==> src/rtl/sa_ram_pkg.sv <==
// Shared constants and types for the SA RAM read-side streamer.
package sa_ram_pkg;
  localparam int SA_AW        = 5;
  localparam int SA_DW        = 544;
  localparam int SA_LENW      = 6;
  localparam int SA_BUF_DEPTH = 3;
  localparam int SA_MAX_LEN   = 32;

  typedef enum logic [1:0] {
    IDLE,
    ISSUE,
    DRAIN
  } state_e;
endpackage

==> src/rtl/sa_ram_rd_skid_fifo.sv <==
// Three-entry in-order FIFO holding returned RAM words plus their last tag.
module sa_ram_rd_skid_fifo
  import sa_ram_pkg::*;
#(
  parameter int W = SA_DW + 1
) (
  input  logic         clk,
  input  logic         rst,
  input  logic         push,
  input  logic [W-1:0] push_data,
  input  logic         pop,
  output logic [W-1:0] pop_data,
  output logic [1:0]   count
);

  logic [W-1:0] mem_q [0:SA_BUF_DEPTH-1];
  logic [1:0]   wr_ptr_q, wr_ptr_d;
  logic [1:0]   rd_ptr_q, rd_ptr_d;
  logic [1:0]   count_q, count_d;

  always_comb begin
    wr_ptr_d = wr_ptr_q;
    rd_ptr_d = rd_ptr_q;
    if (push) begin
      wr_ptr_d = (wr_ptr_q == 2'(SA_BUF_DEPTH - 1)) ? 2'd0 : wr_ptr_q + 2'd1;
    end
    if (pop) begin
      rd_ptr_d = (rd_ptr_q == 2'(SA_BUF_DEPTH - 1)) ? 2'd0 : rd_ptr_q + 2'd1;
    end
    count_d = count_q + {1'b0, push} - {1'b0, pop};
  end

  // Storage carries no reset; only the occupancy bookkeeping is cleared.
  always_ff @(posedge clk) begin
    if (push) begin
      mem_q[wr_ptr_q] <= push_data;
    end
  end

  always_ff @(posedge clk) begin
    if (rst) begin
      wr_ptr_q <= 2'd0;
      rd_ptr_q <= 2'd0;
      count_q  <= 2'd0;
    end else begin
      wr_ptr_q <= wr_ptr_d;
      rd_ptr_q <= rd_ptr_d;
      count_q  <= count_d;
    end
  end

  assign pop_data = mem_q[rd_ptr_q];
  assign count    = count_q;

endmodule

==> src/rtl/sa_ram_rd_streamer_32x544.sv <==
// Burst read controller for the 32x544 SA RAM: issues reads under a 3-word
// credit limit and streams returned words out as valid/ready beats with last.
module sa_ram_rd_streamer_32x544
  import sa_ram_pkg::*;
#(
  parameter int AW   = SA_AW,
  parameter int DW   = SA_DW,
  parameter int LENW = SA_LENW
) (
  input  logic            clk,
  input  logic            rst,
  input  logic            cmd_valid,
  output logic            cmd_ready,
  input  logic [AW-1:0]   cmd_addr,
  input  logic [LENW-1:0] cmd_len,
  output logic            ram_re,
  output logic [AW-1:0]   ram_ra,
  input  logic [DW-1:0]   ram_dout,
  output logic [31:0]     pwrbus_ram_pd,
  output logic            out_valid,
  input  logic            out_ready,
  output logic [DW-1:0]   out_data,
  output logic            out_last,
  output logic            busy
);

  state_e          state_q, state_d;
  logic [AW-1:0]   addr_q, addr_d;
  logic [LENW-1:0] rem_q, rem_d;
  logic            inflight_q, inflight_d;
  logic            inflight_last_q, inflight_last_d;

  logic [DW:0]     head;
  logic [1:0]      buf_count;
  logic [2:0]      in_use;
  logic            pop;

  // Credit counts only registered state so out_ready never reaches ram_re.
  assign in_use = {1'b0, buf_count} + {2'b00, inflight_q};
  assign ram_re = (state_q == ISSUE) && (in_use < 3'(SA_BUF_DEPTH));
  assign ram_ra = addr_q;

  assign cmd_ready     = (state_q == IDLE);
  assign busy          = (state_q != IDLE);
  assign pwrbus_ram_pd = 32'd0;

  assign out_valid = (buf_count != 2'd0);
  assign out_data  = out_valid ? head[DW-1:0] : '0;
  assign out_last  = out_valid & head[DW];
  assign pop       = out_valid & out_ready;

  always_comb begin
    state_d         = state_q;
    addr_d          = addr_q;
    rem_d           = rem_q;
    inflight_d      = ram_re;
    inflight_last_d = ram_re && (rem_q == LENW'(1));
    unique case (state_q)
      IDLE: begin
        if (cmd_valid && cmd_len != '0) begin
          addr_d  = cmd_addr;
          rem_d   = cmd_len;
          state_d = ISSUE;
        end
      end
      ISSUE: begin
        if (ram_re) begin
          addr_d = addr_q + AW'(1);
          rem_d  = rem_q - LENW'(1);
          if (rem_q == LENW'(1)) begin
            state_d = DRAIN;
          end
        end
      end
      DRAIN: begin
        if (pop && out_last) begin
          state_d = IDLE;
        end
      end
      default: state_d = IDLE;
    endcase
  end

  always_ff @(posedge clk) begin
    if (rst) begin
      state_q         <= IDLE;
      addr_q          <= '0;
      rem_q           <= '0;
      inflight_q      <= 1'b0;
      inflight_last_q <= 1'b0;
    end else begin
      state_q         <= state_d;
      addr_q          <= addr_d;
      rem_q           <= rem_d;
      inflight_q      <= inflight_d;
      inflight_last_q <= inflight_last_d;
    end
  end

  sa_ram_rd_skid_fifo #(
    .W (DW + 1)
  ) u_fifo (
    .clk       (clk),
    .rst       (rst),
    .push      (inflight_q),
    .push_data ({inflight_last_q, ram_dout}),
    .pop       (pop),
    .pop_data  (head),
    .count     (buf_count)
  );

  a_cmd_len_legal : assert property (@(posedge clk) disable iff (rst)
    (cmd_valid && cmd_ready) |-> (cmd_len <= LENW'(SA_MAX_LEN)));

endmodule

==> config.mk <==
export PLATFORM = sky130hd
export DESIGN_NAME = sa_ram_rd_streamer_32x544
export DESIGN_NICKNAME = d
export VERILOG_FILES = /design/src/rtl/sa_ram_pkg.sv /design/src/rtl/sa_ram_rd_skid_fifo.sv /design/src/rtl/sa_ram_rd_streamer_32x544.sv
export SDC_FILE = /design/constraint.sdc
export NUM_CORES = 2
export LEC_CHECK = 0
export ABC_AREA = 1
export BUFFER_PORTS_ARGS = -buffer_cell sky130_fd_sc_hd__buf_2
export CORE_AREA = 2 2 445 447
export CTS_CLUSTER_DIAMETER = 150
export CTS_CLUSTER_SIZE = 14
export DETAILED_ROUTE_END_ITERATION = 6
export DIE_AREA = 0 0 447 449
export PLACE_DENSITY_LB_ADDON = 0.3
export SLEW_MARGIN = 30
export SYNTH_ARGS = -nofsm -noshare
export SYNTH_HDL_FRONTEND = slang
export SYNTH_SLANG_ARGS = --single-unit
export TNS_END_PERCENT = 5
==> constraint.sdc <==
create_clock -name clk -period 41 [get_ports clk]
set_input_delay 4.1 -clock clk [delete_from_list [all_inputs] [get_ports clk]]
set_output_delay 4.1 -clock clk [all_outputs]
set_load 0.02 [all_outputs]
==> impl_metrics.yaml <==
global_route:
  grt_pass1_wl_um: 268600
  grt_usage_pct: 17.82
  antenna_found_initial: 109
  grt_max_degree: 190
  grt_pass1_vias: 40270
  grt_overflow: 0
pwr:
  power_density_mw_per_mm2: 63.27
  irDropWorstVdd_mv: 0.05100
  p_leak_nw: 32.56
placed_design:
  dp.cells: 8386
  gp_congestion: 0.8978
  dpl_cell_area_sq_mm: 0.07337
  dp_hpwl_um: 118200
  io_buffer_count: 1112
sta:
  period_needed_ns: 9.973
  min_period_over_period_pct: 24.32
  fmax_ghz: 0.1003
  rsz0062_at_grt: "false"
  finalMaxSlewViolations: 0
  max_slew_margin_pct: 10.74
  holdWs_ns: 0.4657
  fin_worst_skew_ns: 0.02564
  setup_viol: 0
  hold_viol: 0
  fin_setup_tns_ns: 0
  max_slew.worst_pin.slew_ns: 1.339
finish:
  multi_input_area_sq_mm: 0.01222
  ff_latch_area_sq_mm: 0.04956
  nFillCells: 18590
  layout_common_cells: "edfxtp_1 (1635), nand2_1 (1136), buf_2 (1112), nand3_1 (561), inv_1 (502)"
  fin_area_sq_mm: 0.07748
  drive_gt1_share_pct: 25.44
  final_common_cell: "edfxtp_1"
  fin_cells: 8621
  synthToLayoutAreaGrowth_pct: 17.96
  final_nets: 6455
clock_tree:
  cts_tree: "built"
  post_cts_buffers: 0
  cts_resized: 0
  path_clk_slew_ns: 0.06
  cts_sinks: 1658
  htree_levels: 4
  clk_latency_ns: 0.80
  hold_buffers: 0
  cts_buffers: 137
  ctsRootBufferMaster: "clkbuf_16"
  clockBufferDepth: 3
detailed_routing:
  vias_per_cell: 4.843
  routed_wl_um: 186200
  dr.pass1.iters: 6
  ant_nets: 0
  drtIter0Drc: 3271
  vias: 41750
  drc: 0
  wire_per_inst_um: 21.60
worst_setup_path:
  critPathLaunchType: "flop"
  r2r_end: "u_fifo.mem_q[0][301]"
  rrSetupSlack_ns: 36.01
  worstPathArrival_ns: 5.87
  crit_type: "flop to output pin"
  cp_max_fo: 119
  rr_worst_depth: 8
  cp.required_ns: 36.90
  r2r_start: "inflight_q"
  critPathCaptureType: "output pin"
  endpoint: "out_data[318]"
synthesis:
  ys_warn_count: 0
  synth_cell_types: 31
  ys_seq_area_share_pct: 75.45
  syn-instance-count: 4885
  synth.avg_cell_area_sq_um: 13.45
  ys_ff_latch: 1658
  syn_area_sq_mm: 0.06569
job:
  maxCapViolCount: 0
die:
  io_pins: 1145
  die_y_um: 449
  die-area_sq_mm: 0.2007
  initial_core_util_pct: 33.48
  die_w_um: 447
  rows: 163
  design.core.area_sq_mm: 0.1962
min_path:
  hp-class: "flop to flop"
  min_from: "inflight_last_q"
outcome:
  status: "complete, no violations"
[power by group]
| part | switching, mW | total (mW) | leakage [nW] | internal [mW] |
|---|---|---|---|---|
| clock network | 0.592 | 1.23 | 1.87 | 0.633 |
| logic | 1.24 | 1.71 | 15.7 | 0.472 |
| registers | 0.0230 | 1.96 | 15.0 | 1.94 |
| total | 1.86 | 4.90 | 32.6 | 3.05 |
[sequential cells by signal, indices dropped and copies added, names as in the netlist, named ones only]
register / cells
u_fifo.wr_ptr_q: 2
inflight_q: 1
ram_ra: 5
inflight_last_q: 1
u_fifo.count: 2
rem_q: 6
u_fifo.mem_q: 1635
u_fifo.rd_ptr_q: 2
state_q: 2
[stage by stage]
| stage | worst slack (ns) | total power, mW | utilization [%] |
|---|---|---|---|
| 2_1_floorplan | 1.741 | 3.220 | - |
| 3_3_place_gp | 31.92 | 3.719 | 37.37 |
| 3_5_place_dp | 31.89 | 3.729 | 37.40 |
| 4_1_cts | 30.96 | 4.957 | 39.35 |
| 5_1_grt | 30.60 | 5.150 | 39.46 |
| 6_report | 31.03 | 4.903 | 39.49 |
[kinds of logic (layout without fill, tap and decap cells)]
| group | after synthesis | after routing | share of synthesized area (%) |
|---|---|---|---|
| adder cells (fa/ha/maj) | 7 | 7 | 0.1333 |
| buffers and inverters | 910 | 1914 | 6.143 |
| XOR/XNOR | 3 | 3 | 0.04001 |
| other | 1 | 93 | 0.005709 |
| flip-flops | 1658 | 1658 | 75.45 |
| AND/OR/NAND/NOR | 1736 | 1736 | 11.02 |
| AO/OA/AOI/OAI | 570 | 570 | 7.208 |
[cell usage after synthesis]
library cell | number | area share [%]
inv_2 | 68 | 0.39
a21oi_1 | 12 | 0.091
nor2_1 | 28 | 0.16
nand2_2 | 2 | 0.019
edfxtp_1 | 1635 | 75
o211ai_1 | 444 | 5.1
nor3_1 | 3 | 0.023
a21oi_4 | 1 | 0.025
buf_6 | 23 | 0.39
dfxtp_1 | 23 | 0.70
or2_2 | 1 | 0.0095
nand4_1 | 3 | 0.029
ha_1 | 7 | 0.13
clkbuf_1 | 41 | 0.23
buf_8 | 1 | 0.023
xor2_1 | 3 | 0.040
nor4_1 | 1 | 0.0095
a31oi_1 | 1 | 0.0095
buf_2 | 216 | 1.6
nand3_1 | 561 | 4.3
o21ai_0 | 9 | 0.069
o211a_1 | 1 | 0.015
o21ai_1 | 1 | 0.0076
buf_1 | 14 | 0.080
o211ai_2 | 100 | 1.9
nor2_2 | 1 | 0.0095
o21bai_1 | 1 | 0.011
buf_4 | 44 | 0.50
conb_1 | 1 | 0.0057
nand2_1 | 1136 | 6.5
inv_1 | 503 | 2.9
[worst max-delay path, stage by stage, from the launching register on]
cell	delay, ns
dfxtp_4	0.49
inv_8	0.58
buf_4	0.74
buf_4	0.82
buf_4	0.74
buf_4	0.73
nand2_1	0.11
nand3_1	0.10
o211ai_1	0.12
inv_1	0.11
buf_2	0.17
[metal layers]
metal	track usage (%)	vias up	routed length (um)	part of all wire, %
li1	-	19250	-	-
met1	21.43	20660	72980	39
met2	29.70	1352	91620	49
met3	5.642	417	14310	7.7
met4	6.799	78	6813	3.7
met5	0	-	458	0.25
[final cells by class]
| type | instances | area share (%) |
|---|---|---|
| tap | 2640 | 4.263 |
| antenna | 61 | 0.1970 |
| multi-input combinational | 2348 | 15.77 |
| timing repair buffer | 1173 | 8.040 |
| sequential | 1658 | 63.96 |
| inverter | 571 | 2.811 |
| clock buffer | 154 | 4.617 |
| clock inverter | 16 | 0.3375 |
[how the worst min path moves through the flow]
| stage | to | cells after the start |
|---|---|---|
| CTS | u_fifo.mem_q[2][544] | 0 |
| detailed placement | u_fifo.mem_q[2][544] | 0 |
| finish | u_fifo.mem_q[1][544] | 0 |
| global route | u_fifo.mem_q[1][544] | 0 |
| floorplan | u_fifo.mem_q[0][544] | 0 |
| global placement | u_fifo.mem_q[2][544] | 0 |
No activity file was read; power rests on OpenSTA's default activity.
